<file path="src/rtl/pipeline_pkg.sv">
// Shared definitions for the RV64I+Zba five-stage core: datapath widths,
// ResultSrc/ALUControl encodings and the decode-stage control word.
package pipeline_pkg;

  localparam int unsigned XLEN = 64;
  localparam int unsigned REGW = 5;

  // Write-back source select
  typedef enum logic [1:0] {
    RES_ALU = 2'b00,
    RES_MEM = 2'b01,
    RES_PC4 = 2'b10
  } res_src_e;

  // ALU operation codes, including the Zba shift-and-add group
  typedef enum logic [3:0] {
    ALU_ADD    = 4'b0000,
    ALU_SUB    = 4'b0001,
    ALU_AND    = 4'b0010,
    ALU_OR     = 4'b0011,
    ALU_SH1ADD = 4'b0100,
    ALU_SH2ADD = 4'b0101,
    ALU_SH3ADD = 4'b0110
  } alu_op_e;

  // Control word carried from decode into execute
  typedef struct packed {
    logic     reg_write;
    res_src_e result_src;
    logic     mem_write;
    logic     alu_src;
    alu_op_e  alu_control;
    logic     branch;
    logic     jump;
  } ctrl_t;

endpackage : pipeline_pkg

</file>
<file path="src/rtl/id_ex_stage_if.sv">
// Decode/execute boundary bundle: decode control word and operands in,
// registered execute-stage view and hazard controls out.
interface id_ex_stage_if #(
  parameter int unsigned XLEN = pipeline_pkg::XLEN,
  parameter int unsigned REGW = pipeline_pkg::REGW
);

  // Decode-stage side
  logic            RegWriteD;
  logic [1:0]      ResultSrcD;
  logic            MemWriteD;
  logic            ALUSrcD;
  logic [3:0]      ALUControlD;
  logic            BranchD;
  logic            JumpD;
  logic [XLEN-1:0] RD1D;
  logic [XLEN-1:0] RD2D;
  logic [XLEN-1:0] PCD;
  logic [XLEN-1:0] PCPlus4D;
  logic [XLEN-1:0] ImmExtD;
  logic [REGW-1:0] Rs1D;
  logic [REGW-1:0] Rs2D;
  logic [REGW-1:0] RdD;
  logic            PCSrcE;

  // Execute-stage side
  logic            RegWriteE;
  logic [1:0]      ResultSrcE;
  logic            MemWriteE;
  logic            ALUSrcE;
  logic [3:0]      ALUControlE;
  logic            BranchE;
  logic            JumpE;
  logic [XLEN-1:0] RD1E;
  logic [XLEN-1:0] RD2E;
  logic [XLEN-1:0] PCE;
  logic [XLEN-1:0] PCPlus4E;
  logic [XLEN-1:0] ImmExtE;
  logic [REGW-1:0] Rs1E;
  logic [REGW-1:0] Rs2E;
  logic [REGW-1:0] RdE;
  logic            ValidE;

  // Hazard controls and performance counters
  logic            StallF;
  logic            StallD;
  logic            FlushD;
  logic [31:0]     BubbleCount;
  logic [31:0]     FlushCount;

  // Driver of the decode side (decoder / testbench)
  modport master (
    output RegWriteD, ResultSrcD, MemWriteD, ALUSrcD, ALUControlD, BranchD, JumpD,
    output RD1D, RD2D, PCD, PCPlus4D, ImmExtD, Rs1D, Rs2D, RdD, PCSrcE,
    input  RegWriteE, ResultSrcE, MemWriteE, ALUSrcE, ALUControlE, BranchE, JumpE,
    input  RD1E, RD2E, PCE, PCPlus4E, ImmExtE, Rs1E, Rs2E, RdE, ValidE,
    input  StallF, StallD, FlushD, BubbleCount, FlushCount
  );

  // The pipeline register itself
  modport slave (
    input  RegWriteD, ResultSrcD, MemWriteD, ALUSrcD, ALUControlD, BranchD, JumpD,
    input  RD1D, RD2D, PCD, PCPlus4D, ImmExtD, Rs1D, Rs2D, RdD, PCSrcE,
    output RegWriteE, ResultSrcE, MemWriteE, ALUSrcE, ALUControlE, BranchE, JumpE,
    output RD1E, RD2E, PCE, PCPlus4E, ImmExtE, Rs1E, Rs2E, RdE, ValidE,
    output StallF, StallD, FlushD, BubbleCount, FlushCount
  );

endinterface : id_ex_stage_if

</file>
<file path="src/rtl/hazard_detect.sv">
// Combinational load-use and redirect hazard unit. The register match is
// deliberately conservative: it ignores whether decode really reads rs1/rs2.
module hazard_detect #(
  parameter int unsigned REGW = pipeline_pkg::REGW
) (
  input  logic                 valid_e_i,
  input  pipeline_pkg::res_src_e result_src_e_i,
  input  logic [REGW-1:0]      rd_e_i,
  input  logic [REGW-1:0]      rs1_d_i,
  input  logic [REGW-1:0]      rs2_d_i,
  input  logic                 pc_src_e_i,
  output logic                 lw_stall_o,
  output logic                 stall_f_o,
  output logic                 stall_d_o,
  output logic                 flush_d_o,
  output logic                 flush_e_o
);

  logic rd_match;

  // Load in E whose destination feeds decode; a redirect overrides the stall
  always_comb begin
    rd_match   = (rd_e_i == rs1_d_i) || (rd_e_i == rs2_d_i);
    lw_stall_o = valid_e_i && (result_src_e_i == pipeline_pkg::RES_MEM) &&
                 (rd_e_i != '0) && rd_match;
    stall_f_o  = lw_stall_o && !pc_src_e_i;
    stall_d_o  = lw_stall_o && !pc_src_e_i;
    flush_d_o  = pc_src_e_i;
    flush_e_o  = lw_stall_o || pc_src_e_i;
  end

endmodule : hazard_detect

</file>
<file path="src/rtl/id_ex_stage.sv">
// ID/EX pipeline register with built-in load-use stall and redirect flush.
// Optional performance counters are built when ID_EX_PERF_EN is defined;
// otherwise BubbleCount/FlushCount are tied to zero.
module id_ex_stage #(
  parameter int unsigned XLEN = pipeline_pkg::XLEN,
  parameter int unsigned REGW = pipeline_pkg::REGW
) (
  input logic          clk,
  input logic          rst_n,
  id_ex_stage_if.slave bus
);

  pipeline_pkg::ctrl_t ctrl_d, ctrl_q;
  logic                valid_d, valid_q;
  logic [XLEN-1:0]     rd1_d, rd1_q;
  logic [XLEN-1:0]     rd2_d, rd2_q;
  logic [XLEN-1:0]     pc_d, pc_q;
  logic [XLEN-1:0]     pc_plus4_d, pc_plus4_q;
  logic [XLEN-1:0]     imm_d, imm_q;
  logic [REGW-1:0]     rs1_d, rs1_q;
  logic [REGW-1:0]     rs2_d, rs2_q;
  logic [REGW-1:0]     rd_d, rd_q;

  logic lw_stall;
  logic stall_f;
  logic stall_d;
  logic flush_d;
  logic flush_e;

  hazard_detect #(
    .REGW (REGW)
  ) u_hazard_detect (
    .valid_e_i      (valid_q),
    .result_src_e_i (ctrl_q.result_src),
    .rd_e_i         (rd_q),
    .rs1_d_i        (bus.Rs1D),
    .rs2_d_i        (bus.Rs2D),
    .pc_src_e_i     (bus.PCSrcE),
    .lw_stall_o     (lw_stall),
    .stall_f_o      (stall_f),
    .stall_d_o      (stall_d),
    .flush_d_o      (flush_d),
    .flush_e_o      (flush_e)
  );

  // Next E contents: a fully zeroed bubble on flush, else capture decode
  always_comb begin
    ctrl_d     = '0;
    valid_d    = 1'b0;
    rd1_d      = '0;
    rd2_d      = '0;
    pc_d       = '0;
    pc_plus4_d = '0;
    imm_d      = '0;
    rs1_d      = '0;
    rs2_d      = '0;
    rd_d       = '0;
    if (!flush_e) begin
      ctrl_d.reg_write   = bus.RegWriteD;
      ctrl_d.result_src  = pipeline_pkg::res_src_e'(bus.ResultSrcD);
      ctrl_d.mem_write   = bus.MemWriteD;
      ctrl_d.alu_src     = bus.ALUSrcD;
      ctrl_d.alu_control = pipeline_pkg::alu_op_e'(bus.ALUControlD);
      ctrl_d.branch      = bus.BranchD;
      ctrl_d.jump        = bus.JumpD;
      valid_d            = 1'b1;
      rd1_d              = bus.RD1D;
      rd2_d              = bus.RD2D;
      pc_d               = bus.PCD;
      pc_plus4_d         = bus.PCPlus4D;
      imm_d              = bus.ImmExtD;
      rs1_d              = bus.Rs1D;
      rs2_d              = bus.Rs2D;
      rd_d               = bus.RdD;
    end
  end

  // E-stage registers; never stalled, only bubbled
  always_ff @(posedge clk or negedge rst_n) begin
    if (!rst_n) begin
      ctrl_q     <= '0;
      valid_q    <= 1'b0;
      rd1_q      <= '0;
      rd2_q      <= '0;
      pc_q       <= '0;
      pc_plus4_q <= '0;
      imm_q      <= '0;
      rs1_q      <= '0;
      rs2_q      <= '0;
      rd_q       <= '0;
    end else begin
      ctrl_q     <= ctrl_d;
      valid_q    <= valid_d;
      rd1_q      <= rd1_d;
      rd2_q      <= rd2_d;
      pc_q       <= pc_d;
      pc_plus4_q <= pc_plus4_d;
      imm_q      <= imm_d;
      rs1_q      <= rs1_d;
      rs2_q      <= rs2_d;
      rd_q       <= rd_d;
    end
  end

  assign bus.RegWriteE   = ctrl_q.reg_write;
  assign bus.ResultSrcE  = ctrl_q.result_src;
  assign bus.MemWriteE   = ctrl_q.mem_write;
  assign bus.ALUSrcE     = ctrl_q.alu_src;
  assign bus.ALUControlE = ctrl_q.alu_control;
  assign bus.BranchE     = ctrl_q.branch;
  assign bus.JumpE       = ctrl_q.jump;
  assign bus.RD1E        = rd1_q;
  assign bus.RD2E        = rd2_q;
  assign bus.PCE         = pc_q;
  assign bus.PCPlus4E    = pc_plus4_q;
  assign bus.ImmExtE     = imm_q;
  assign bus.Rs1E        = rs1_q;
  assign bus.Rs2E        = rs2_q;
  assign bus.RdE         = rd_q;
  assign bus.ValidE      = valid_q;
  assign bus.StallF      = stall_f;
  assign bus.StallD      = stall_d;
  assign bus.FlushD      = flush_d;

`ifdef ID_EX_PERF_EN
  logic [31:0] bubble_cnt_d, bubble_cnt_q;
  logic [31:0] flush_cnt_d, flush_cnt_q;

  // Count inserted load-use bubbles and redirects; both wrap naturally
  always_comb begin
    bubble_cnt_d = bubble_cnt_q + {31'd0, lw_stall & ~bus.PCSrcE};
    flush_cnt_d  = flush_cnt_q + {31'd0, bus.PCSrcE};
  end

  // Performance counter registers
  always_ff @(posedge clk or negedge rst_n) begin
    if (!rst_n) begin
      bubble_cnt_q <= '0;
      flush_cnt_q  <= '0;
    end else begin
      bubble_cnt_q <= bubble_cnt_d;
      flush_cnt_q  <= flush_cnt_d;
    end
  end

  assign bus.BubbleCount = bubble_cnt_q;
  assign bus.FlushCount  = flush_cnt_q;
`else
  logic unused_lw_stall;
  assign unused_lw_stall = lw_stall;
  assign bus.BubbleCount = '0;
  assign bus.FlushCount  = '0;
`endif

endmodule : id_ex_stage

</file>
<file path="src/flat_wrapper.sv">
// flat-port wrapper written by rule: the top's interface ports become plain ports
module id_ex_stage_flat 
#(
  parameter int unsigned XLEN = pipeline_pkg::XLEN,
  parameter int unsigned REGW = pipeline_pkg::REGW
)
  (clk, rst_n, bus_RegWriteD, bus_ResultSrcD, bus_MemWriteD, bus_ALUSrcD, bus_ALUControlD, bus_BranchD, bus_JumpD, bus_RD1D, bus_RD2D, bus_PCD, bus_PCPlus4D, bus_ImmExtD, bus_Rs1D, bus_Rs2D, bus_RdD, bus_PCSrcE, bus_RegWriteE, bus_ResultSrcE, bus_MemWriteE, bus_ALUSrcE, bus_ALUControlE, bus_BranchE, bus_JumpE, bus_RD1E, bus_RD2E, bus_PCE, bus_PCPlus4E, bus_ImmExtE, bus_Rs1E, bus_Rs2E, bus_RdE, bus_ValidE, bus_StallF, bus_StallD, bus_FlushD, bus_BubbleCount, bus_FlushCount);
  id_ex_stage_if #(.XLEN(XLEN), .REGW(REGW)) bus_i ();
  input logic clk;
  input logic rst_n;
  input wire logic [$bits(bus_i.RegWriteD)-1:0] bus_RegWriteD;
  input wire logic [$bits(bus_i.ResultSrcD)-1:0] bus_ResultSrcD;
  input wire logic [$bits(bus_i.MemWriteD)-1:0] bus_MemWriteD;
  input wire logic [$bits(bus_i.ALUSrcD)-1:0] bus_ALUSrcD;
  input wire logic [$bits(bus_i.ALUControlD)-1:0] bus_ALUControlD;
  input wire logic [$bits(bus_i.BranchD)-1:0] bus_BranchD;
  input wire logic [$bits(bus_i.JumpD)-1:0] bus_JumpD;
  input wire logic [$bits(bus_i.RD1D)-1:0] bus_RD1D;
  input wire logic [$bits(bus_i.RD2D)-1:0] bus_RD2D;
  input wire logic [$bits(bus_i.PCD)-1:0] bus_PCD;
  input wire logic [$bits(bus_i.PCPlus4D)-1:0] bus_PCPlus4D;
  input wire logic [$bits(bus_i.ImmExtD)-1:0] bus_ImmExtD;
  input wire logic [$bits(bus_i.Rs1D)-1:0] bus_Rs1D;
  input wire logic [$bits(bus_i.Rs2D)-1:0] bus_Rs2D;
  input wire logic [$bits(bus_i.RdD)-1:0] bus_RdD;
  input wire logic [$bits(bus_i.PCSrcE)-1:0] bus_PCSrcE;
  output wire logic [$bits(bus_i.RegWriteE)-1:0] bus_RegWriteE;
  output wire logic [$bits(bus_i.ResultSrcE)-1:0] bus_ResultSrcE;
  output wire logic [$bits(bus_i.MemWriteE)-1:0] bus_MemWriteE;
  output wire logic [$bits(bus_i.ALUSrcE)-1:0] bus_ALUSrcE;
  output wire logic [$bits(bus_i.ALUControlE)-1:0] bus_ALUControlE;
  output wire logic [$bits(bus_i.BranchE)-1:0] bus_BranchE;
  output wire logic [$bits(bus_i.JumpE)-1:0] bus_JumpE;
  output wire logic [$bits(bus_i.RD1E)-1:0] bus_RD1E;
  output wire logic [$bits(bus_i.RD2E)-1:0] bus_RD2E;
  output wire logic [$bits(bus_i.PCE)-1:0] bus_PCE;
  output wire logic [$bits(bus_i.PCPlus4E)-1:0] bus_PCPlus4E;
  output wire logic [$bits(bus_i.ImmExtE)-1:0] bus_ImmExtE;
  output wire logic [$bits(bus_i.Rs1E)-1:0] bus_Rs1E;
  output wire logic [$bits(bus_i.Rs2E)-1:0] bus_Rs2E;
  output wire logic [$bits(bus_i.RdE)-1:0] bus_RdE;
  output wire logic [$bits(bus_i.ValidE)-1:0] bus_ValidE;
  output wire logic [$bits(bus_i.StallF)-1:0] bus_StallF;
  output wire logic [$bits(bus_i.StallD)-1:0] bus_StallD;
  output wire logic [$bits(bus_i.FlushD)-1:0] bus_FlushD;
  output wire logic [$bits(bus_i.BubbleCount)-1:0] bus_BubbleCount;
  output wire logic [$bits(bus_i.FlushCount)-1:0] bus_FlushCount;
  assign bus_i.RegWriteD = bus_RegWriteD;
  assign bus_i.ResultSrcD = bus_ResultSrcD;
  assign bus_i.MemWriteD = bus_MemWriteD;
  assign bus_i.ALUSrcD = bus_ALUSrcD;
  assign bus_i.ALUControlD = bus_ALUControlD;
  assign bus_i.BranchD = bus_BranchD;
  assign bus_i.JumpD = bus_JumpD;
  assign bus_i.RD1D = bus_RD1D;
  assign bus_i.RD2D = bus_RD2D;
  assign bus_i.PCD = bus_PCD;
  assign bus_i.PCPlus4D = bus_PCPlus4D;
  assign bus_i.ImmExtD = bus_ImmExtD;
  assign bus_i.Rs1D = bus_Rs1D;
  assign bus_i.Rs2D = bus_Rs2D;
  assign bus_i.RdD = bus_RdD;
  assign bus_i.PCSrcE = bus_PCSrcE;
  assign bus_RegWriteE = bus_i.RegWriteE;
  assign bus_ResultSrcE = bus_i.ResultSrcE;
  assign bus_MemWriteE = bus_i.MemWriteE;
  assign bus_ALUSrcE = bus_i.ALUSrcE;
  assign bus_ALUControlE = bus_i.ALUControlE;
  assign bus_BranchE = bus_i.BranchE;
  assign bus_JumpE = bus_i.JumpE;
  assign bus_RD1E = bus_i.RD1E;
  assign bus_RD2E = bus_i.RD2E;
  assign bus_PCE = bus_i.PCE;
  assign bus_PCPlus4E = bus_i.PCPlus4E;
  assign bus_ImmExtE = bus_i.ImmExtE;
  assign bus_Rs1E = bus_i.Rs1E;
  assign bus_Rs2E = bus_i.Rs2E;
  assign bus_RdE = bus_i.RdE;
  assign bus_ValidE = bus_i.ValidE;
  assign bus_StallF = bus_i.StallF;
  assign bus_StallD = bus_i.StallD;
  assign bus_FlushD = bus_i.FlushD;
  assign bus_BubbleCount = bus_i.BubbleCount;
  assign bus_FlushCount = bus_i.FlushCount;
  id_ex_stage #(.XLEN(XLEN), .REGW(REGW)) u_core (.clk(clk), .rst_n(rst_n), .bus(bus_i));
endmodule
</file>
<file path="config.mk">
export PLATFORM = sky130hd
export DESIGN_NAME = id_ex_stage_flat
export DESIGN_NICKNAME = d
export VERILOG_FILES = /design/src/rtl/pipeline_pkg.sv /design/src/rtl/id_ex_stage_if.sv /design/src/rtl/hazard_detect.sv /design/src/rtl/id_ex_stage.sv /design/src/flat_wrapper.sv
export SDC_FILE = /design/constraint.sdc
export NUM_CORES = 1
export LEC_CHECK = 0
export CAP_MARGIN = 40
export CORE_AREA = 2 2 298 300
export CTS_CLUSTER_DIAMETER = 30
export DETAILED_ROUTE_END_ITERATION = 7
export DIE_AREA = 0 0 300 302
export GPL_ROUTABILITY_DRIVEN = 0
export PLACE_DENSITY_LB_ADDON = 0.2
export SYNTH_ARGS = -nofsm -noshare
export SYNTH_HDL_FRONTEND = slang
export SYNTH_HIERARCHICAL = 1
export SYNTH_SLANG_ARGS = --single-unit
</file>
<file path="constraint.sdc">
create_clock -name clk -period 5.3 [get_ports clk]
set_input_delay 0.795 -clock clk [delete_from_list [all_inputs] [get_ports clk]]
set_output_delay 0.795 -clock clk [all_outputs]
set_load 0.02 [all_outputs]
</file>
======== Word level (Yosys, flattened, before mapping) ========
Index checks and enable logic that the tools add are counted.
word-level totals
  register bits ........................... 347
  memory bits (writable) .................. 0
  bits of input ports ..................... 349
  memories ................................ 0
  bits in latches ......................... 0
  output and inout bits ................... 414
  word-level logic and storage cells ...... 37
  ROM bits ................................ 0
cells by class
  $lt $le $gt $ge ......................... 0
  div/mod/pow operators ................... 0
  bitwise operators ....................... 0
  shift-type cells ........................ 0
  $mul .................................... 0
  add/subtract/negate cells ............... 0
  equality and inequality tests ........... 3
  reduce and logical (&&, ||, !) cells .... 8
  muxes and demuxes ....................... 10
operators by type and width
  cell                  number
  $mux W64              5
  $mux W5               3
  $mux W11              1
  $eq A5 B5 Y1          2
  $reduce_bool A5 Y1    1
  $logic_and A1 B1 Y1   4
  $eq A2 B1 Y1 const B  1
  $logic_or A1 B1 Y1    2
  $logic_not A1 Y1      1
  $mux W1               1

======== Depth between registers and ports, before layout ========
Gate-level depths: netlist (run 1).
  depth in word-level cells ............... 6
  mapped depth ............................ 7
  gate-level depth less buffers ........... 5

======== Cells and area by module ========
Netlist (run 1), hierarchy kept.
by module, submodules not included
  module         sequential area each (um2)  instances  cells each  area an instance (um2)
  id_ex_stage    8683.3                      1          797         11519.8
  hazard_detect  0.0                         1          24          182.7

======== Least setup slack after synthesis (run 1) ========
OpenSTA, ideal clock, no wires.
  path kind ............................... in2out
  start point ............................. input bus_Rs1D[2]
  end point ............................... output bus_StallF
  data arrival time ....................... 2061 ps
  stages on the path ...................... 5
  required time ........................... 4505 ps
  setup slack ............................. 2444 ps
  path buffers ............................ 1
  cells stage by stage .................... xor2_1 > nor3_1 > a22oi_1 > nor3_1 > buf_4
on the way
  longest elaborated chain between the ends .. 4
ends and longest elaborated chain
  item                 RTL line             text
  start: declaration   flat_wrapper.sv:23   input wire logic [$bits(bus_i.Rs1D)-1:0] bus_Rs1D;
  $eq A5 B5 Y1         hazard_detect.sv:23  rd_match = (rd_e_i == rs1_d_i) || (rd_e_i == rs2_d_i);
  $logic_or A1 B1 Y1   hazard_detect.sv:23
  $logic_and A1 B1 Y1  hazard_detect.sv:25  (rd_e_i != '0) && rd_match;
  $logic_and A1 B1 Y1  n/a
  end: declaration     flat_wrapper.sv:43   output wire logic [$bits(bus_i.StallF)-1:0] bus_StallF;
No other way between the ends.

======== Final worst setup path (run 1) ========
  start point ............................. input bus_Rs2D[1]
  end point ............................... output bus_StallD
on the way
  longest elaborated chain between the ends .. 4
ends and longest elaborated chain
  item                 RTL line             text
  start: declaration   flat_wrapper.sv:24   input wire logic [$bits(bus_i.Rs2D)-1:0] bus_Rs2D;
  $eq A5 B5 Y1         hazard_detect.sv:23
  $logic_or A1 B1 Y1   hazard_detect.sv:23
  $logic_and A1 B1 Y1  hazard_detect.sv:25
  $logic_and A1 B1 Y1  hazard_detect.sv:27  stall_d_o = lw_stall_o && !pc_src_e_i;
  end: declaration     flat_wrapper.sv:44   output wire logic [$bits(bus_i.StallD)-1:0] bus_StallD;
No other way between the ends.

==> results of run 1 <==
## path summary, 6_finish.rpt
kind	from	end	slack [ps]	cells past startpoint
max in group asynchronous	rst_n	u_core/bus.PCE[14]$_DFF_PN0_	3830	2
hold reg to reg	u_core/bus.ResultSrcE[1]$_DFF_PN0_	u_core/bus.Rs1E[1]$_DFF_PN0_	970	4
min in group clk	bus_RD2D[23]	u_core/bus.RD2E[23]$_DFF_PN0_	690	2
hold / removal	rst_n	u_core/bus.Rs2E[2]$_DFF_PN0_	190	1
setup reg to reg	u_core/bus.RdE[1]$_DFF_PN0_	u_core/bus.ImmExtE[20]$_DFF_PN0_	2580	6
setup / recovery	bus_Rs2D[1]	bus_StallD	1630	6
## worst register-to-register path, delay by kind of cell, from the launching register on
kind / cells / cell delay (ps)
buffers and inverters: 1 / 420
flip-flops: 1 / 500
XOR/XNOR: 1 / 210
AO/OA/AOI/OAI: 2 / 850
AND/OR/NAND/NOR: 2 / 580
## report_power, final
group	switching (uW)	leakage (uW)	internal, uW
logic	481	0.00376	534
registers	47.0	0.00447	2800
clock network	1830	0.00192	4970
total	2360	0.0102	8300
## metal layers
metal	up-vias	global-route usage [%]	wire, um
li1	3964	-	-
met2	513	17.5	24200
met3	101	4.62	4610
met4	12	4.36	1380
met5	-	0	72
met1	4266	9.79	15900
## registers in the layout (all words and copies together), names as in the netlist, 4 cells and up
signal and count:
u_core/bus.PCE 64, u_core/bus.Rs2E 5, u_core/bus.RdE 5, u_core/bus.PCPlus4E 64
u_core/bus.Rs1E 5, u_core/bus.ImmExtE 64, u_core/bus.RD2E 64, u_core/bus.ALUControlE 4
u_core/bus.RD1E 64
## through the flow
stage / hold WS, ps / total power [uW] / worst slack, ps / instance area, sq um
global placement: 915 / 3920 / 1420 / 19900
global route: 219 / 11100 / 1400 / 23800
finish: 188 / 10700 / 1630 / 23800
detailed placement: 920 / 3920 / 1490 / 19900
floorplan: 499 / 3270 / 2460 / 11900
CTS: 192 / 10900 / 1470 / 23800
## area by class of cell
class                      instances  area share (%)
sequential                       347            36.5
timing repair buffer             710            30.0
clock buffer                     144            12.8
multi-input combinational        431            10.8
tap                             1165            6.13
clock inverter                    51            3.64
antenna                            3          0.0316
inverter                           1          0.0158
## cell usage in the layout (no fill, tap or decap), types with 10 or more instances in the layout
| master | instances |
|---|---|
| bufinv_16 | 21 |
| nor2b_1 | 346 |
| clkinv_2 | 22 |
| clkbuf_16 | 108 |
| clkbuf_8 | 20 |
| clkdlybuf4s50_1 | 697 |
| conb_1 | 64 |
| clkbuf_1 | 16 |
| xor2_1 | 10 |
| dfrtp_1 | 347 |
==> results_dict.tcl, run 1 <==
set metrics [dict create \
    outcome "completed" \
    grt_pass1_vias 9610 \
    slowest_delay_ps 740 \
    path_max_fanout 2 \
    fin_nets 1946 \
    die_area_sq_mm 0.0906 \
    irDropWorstVdd_mv 0.305 \
    rsz0062_at_grt "no" \
    cts_made_buffers 106 \
    drt_iter0_drc 227 \
    track_usage_pct 9.84 \
    vias 8856 \
    clk_pin_slew_ps 40 \
    io-pin-count 763 \
    grt_max_degree 121 \
    cts_tree "yes" \
    setup-tns-final_ps 0 \
    path_common_cell "clkdlybuf4s50_1" \
    worst_pin_slew_ps 813 \
    port-buffer-count 698 \
    clock-sinks 347 \
    holdBufCountCts 0 \
    critPathKind "in -> out" \
    path_delay_family "buffers and inverters" \
    crit_chain "clkdlybuf4s50_1 > xor2_1 > nor2_1 > a22oi_1 > nor3_1 > clkdlybuf4s50_1" \
    arrival_ps 2880 \
    syn_area_sq_mm 0.0117 \
    fp.coreArea_sq_mm 0.0876 \
    skew_ps 28.8 \
    die_y_um 302 \
    cts-htree-levels 3 \
    crit_slowest_cell "clkdlybuf4s50_1" \
    relSlewSlack_pct 45.8 \
    clock.fmax_mhz 272 \
    clk_latency_ps 640 \
    routedWlPerCell_um 16.2 \
    synth-warning-count 6 \
    fillers 9127 \
    p_per_area_mw_per_mm2 449 \
    num_rows 109 \
    route.detailed.drc 0 \
    drive_gt1_share_pct 11.6 \
    cp-start-kind "input pin" \
    seq_area_sq_mm 0.00868 \
    multi_input_area_sq_mm 0.00258 \
    cts-root-buf "clkbuf_16" \
    finalCriticalPeriod_ps 3670 \
    start_util_pct 13.4 \
    stdcell_count 2852 \
    final_core_utilization_pct 27.1 \
    syn_to_final_growth_pct 103 \
    dr.pass1.iters 4 \
    grt_pass1_wl_um 65200 \
    cts_resized 0 \
    post_cts_buffers 0 \
    antenna_found_initial 7 \
    min_period_over_period_pct 69.3 \
    hp-class "in -> async" \
    cp.required_ps 4510 \
    finalHoldViolCount 0 \
    dp_cells 2654 \
    die_w_um 300 \
    avgSynthCellArea_sq_um 14.3 \
    antenna_left 0 \
    drt_wl_total_um 46100 \
    cp-end-kind "output pin" \
    slew_viol_final 0 \
    cap_violations 0 \
    hpwlAfterDp_um 34400 \
    p_leak_uw 0.0102 \
    synthCells 820 \
    cp.buffers_inverters 2 \
    setup_viol 0 \
    grt.overflow.total 0 \
    clock_path_buffers 3 \
    drt-vias-per-instance 3.11 \
]
Power figures use the tool's default switching activity.
==> run 2, diff against run 1 <==
--- a/config.mk
+++ b/config.mk
@@ -6,10 +6,10 @@
 export NUM_CORES = 1
 export LEC_CHECK = 0
 export CAP_MARGIN = 40
-export CORE_AREA = 2 2 298 300
+export CORE_AREA = 2 2 297 299
 export CTS_CLUSTER_DIAMETER = 30
 export DETAILED_ROUTE_END_ITERATION = 7
-export DIE_AREA = 0 0 300 302
+export DIE_AREA = 0 0 299 301
 export GPL_ROUTABILITY_DRIVEN = 0
 export PLACE_DENSITY_LB_ADDON = 0.2
 export SYNTH_ARGS = -nofsm -noshare
==> constraint.sdc (replaced) <==
create_clock -name clk -period 3.2 [get_ports clk]
set_input_delay 0.48 -clock clk [delete_from_list [all_inputs] [get_ports clk]]
set_output_delay 0.48 -clock clk [all_outputs]
set_load 0.02 [all_outputs]
==> run 2 against run 1 <==
Against the previous run: sequential power is 65% higher; largest cell class unchanged; clock power is 49% higher; non-clock buffer count is 32 higher; register-to-register slack worse by 1600 ps; core utilization is 0.28 points higher; routed wire length is 1.8% lower.
==> results_dict.tcl, run 2 (synthesis results as in run 1) <==
set metrics [dict create \
    finalHoldViolCount 0 \
    design_area_sq_mm 0.0237 \
    grt_pass1_wl_um 64600 \
    fin_nets 1970 \
    drt_iter0_drc 190 \
    crit_slowest_cell "dfrtp_2" \
    grt_busiest_layer "met2" \
    p_per_area_mw_per_mm2 698 \
    grt_use_met3_pct 4.38 \
    dpl_cell_area_sq_mm 0.0202 \
    cap_violations 0 \
    clock-sinks 347 \
    slew_viol_final 0 \
    grt_pass1_vias 9778 \
    finalCriticalPeriod_ps 2910 \
    crit_chain "xor2_1 > nor2_2 > buf_4 > a22oi_1 > buf_4 > nor3_1 > buf_4 > clkbuf_2" \
    cts_made_buffers 98 \
    worst_pin_slew_ps 687 \
    clock.fmax_mhz 343 \
    drt-vias-per-instance 3.09 \
    fp.coreArea_sq_mm 0.0865 \
    syn_to_final_growth_pct 103 \
    rsz0062_at_grt "no" \
    num_rows 108 \
    clock_path_buffers 3 \
    dp_cells 2674 \
    min_period_over_period_pct 91.0 \
    cts_tree "yes" \
    stdcell_count 2856 \
    p_leak_uw 0.0102 \
    vias 8839 \
    skew_ps 25.8 \
    grt_max_degree 75 \
    start_util_pct 13.5 \
    worst-r2r-cell-count 9 \
    relSlewSlack_pct 54.2 \
    setup_viol 0 \
    routedWlPerCell_um 15.9 \
    route.detailed.drc 0 \
    cp-start-kind "flop" \
    slowest_delay_ps 490 \
    clk_pin_slew_ps 40 \
    cts-root-buf "clkbuf_16" \
    cp-end-kind "output pin" \
    critPathLaunch "u_core/bus.RdE[1]$_DFF_PN0_" \
    critPathKind "reg -> out" \
    reg2reg_to "u_core/bus.RD1E[48]$_DFF_PN0_" \
    crit_path_end "bus_StallF" \
    drt_wl_total_um 45300 \
    path_common_cell "buf_4" \
    antenna_found_initial 3 \
    die_y_um 301 \
    drive_gt1_share_pct 12.7 \
    grt.met1_usage_pct 9.70 \
    track_usage_pct 9.83 \
    outcome "completed" \
    finalPower_uw 16500 \
    hpwlAfterDp_um 34500 \
    clk_latency_ps 640 \
    die_w_um 299 \
    port-buffer-count 698 \
    io-pin-count 763 \
    dr.pass1.iters 4 \
    die_area_sq_mm 0.0900 \
    r2r_slack_ps 940 \
    reg2reg_from "u_core/bus.RdE[1]$_DFF_PN0_" \
    met2_usage_pct 17.6 \
    irDropWorstVdd_mv 0.382 \
    antenna_left 0 \
    arrival_ps 2430 \
    final_common_cell "clkdlybuf4s50_1" \
    grt.overflow.total 0 \
    path_max_fanout 3 \
    mostFrequentLayoutCells "clkdlybuf4s50_1 (695), nor2b_1 (346), dfrtp_1 (345), clkbuf_16 (99), conb_1 (64)" \
    cp.required_ps 2720 \
    cts-htree-levels 3 \
    hp-class "in -> reg" \
]
==> run 2: cell count changes in the layout (fill, tap and decap cells not counted), sizes merged <==
| cell | before | now |
|---|---|---|
| buf | 13 | 44 |
| dlygate4sd3 | 0 | 1 |
| clkinv | 25 | 23 |
| clkdlybuf4s50 | 697 | 695 |
| diode | 3 | 1 |
| clkbuf | 144 | 139 |
| bufinv | 21 | 14 |
==> run 2: per-stage QoR <==
stage          hold WS, ps  utilization (%)  TNS [ps]  setup slack (ps)
6_report               384             27.4         0               286
5_1_grt                336             27.4         0               119
4_1_cts                304             27.4         0              13.3
3_5_place_dp           556             23.3      -245              -125
3_3_place_gp           539             23.3      -363              -184
2_1_floorplan          184                -         0               942
==> run 2: worst min path at each step <==
stage                      from                                  end  slack (ps)  cells after the start
2_1_floorplan             rst_n  u_core/bus.ALUControlE[0]$_DFF_PN0_         180                      0
3_5_place_dp              rst_n        u_core/bus.RD2E[35]$_DFF_PN0_         560                      1
4_1_cts        bus_PCPlus4D[42]    u_core/bus.PCPlus4E[42]$_DFF_PN0_         300                      2
3_3_place_gp              rst_n        u_core/bus.RD2E[35]$_DFF_PN0_         540                      1
6_report       bus_PCPlus4D[42]    u_core/bus.PCPlus4E[42]$_DFF_PN0_         380                      2
5_1_grt        bus_PCPlus4D[39]    u_core/bus.PCPlus4E[39]$_DFF_PN0_         340                      2
==> run 2: where the power goes <==
part / switching, uW / internal (uW) / leakage [uW]
clock: 2840 / 7260 / 0.00173
sequential: 72.9 / 4630 / 0.00447
combinational: 812 / 929 / 0.00396
total: 3720 / 12800 / 0.0102
==> run 2: per-layer routing <==
layer / wire length (um) / vias to the layer above
met2: 24000 / 497
met5: 11 / -
met1: 15600 / 4271
li1: - / 3996
met4: 1160 / 2
met3: 4570 / 73
==> run 2: what timing repair did <==
action | in CTS | in global routing
pin swaps | 0 | 0
endpoints found under the hold margin | 65 | 0
setup buffers | 1 | 0
hold buffers | 1 | 0
resized for setup | 7 | 2
gates cloned | 0 | 0
setup endpoints to repair | 2 | 2
==> run 2: cell type report <==
cell class | instances | area [sq um]
clock inverter | 42 | 657
tap | 1155 | 1450
fill | 8977 | 62800
antenna | 1 | 2.50
timing repair buffer | 742 | 7490
clock buffer | 137 | 2850
inverter | 1 | 3.75
sequential | 347 | 8690
multi-input combinational | 431 | 2580
==> run 2: worst max-delay path, delay by kind of cell, from the launching register on <==
| kind | cells | cell delay (ps) |
|---|---|---|
| AND/OR/NAND/NOR | 2 | 350 |
| AO/OA/AOI/OAI | 1 | 90 |
| buffers and inverters | 4 | 650 |
| XOR/XNOR | 1 | 200 |
| flip-flops | 1 | 490 |
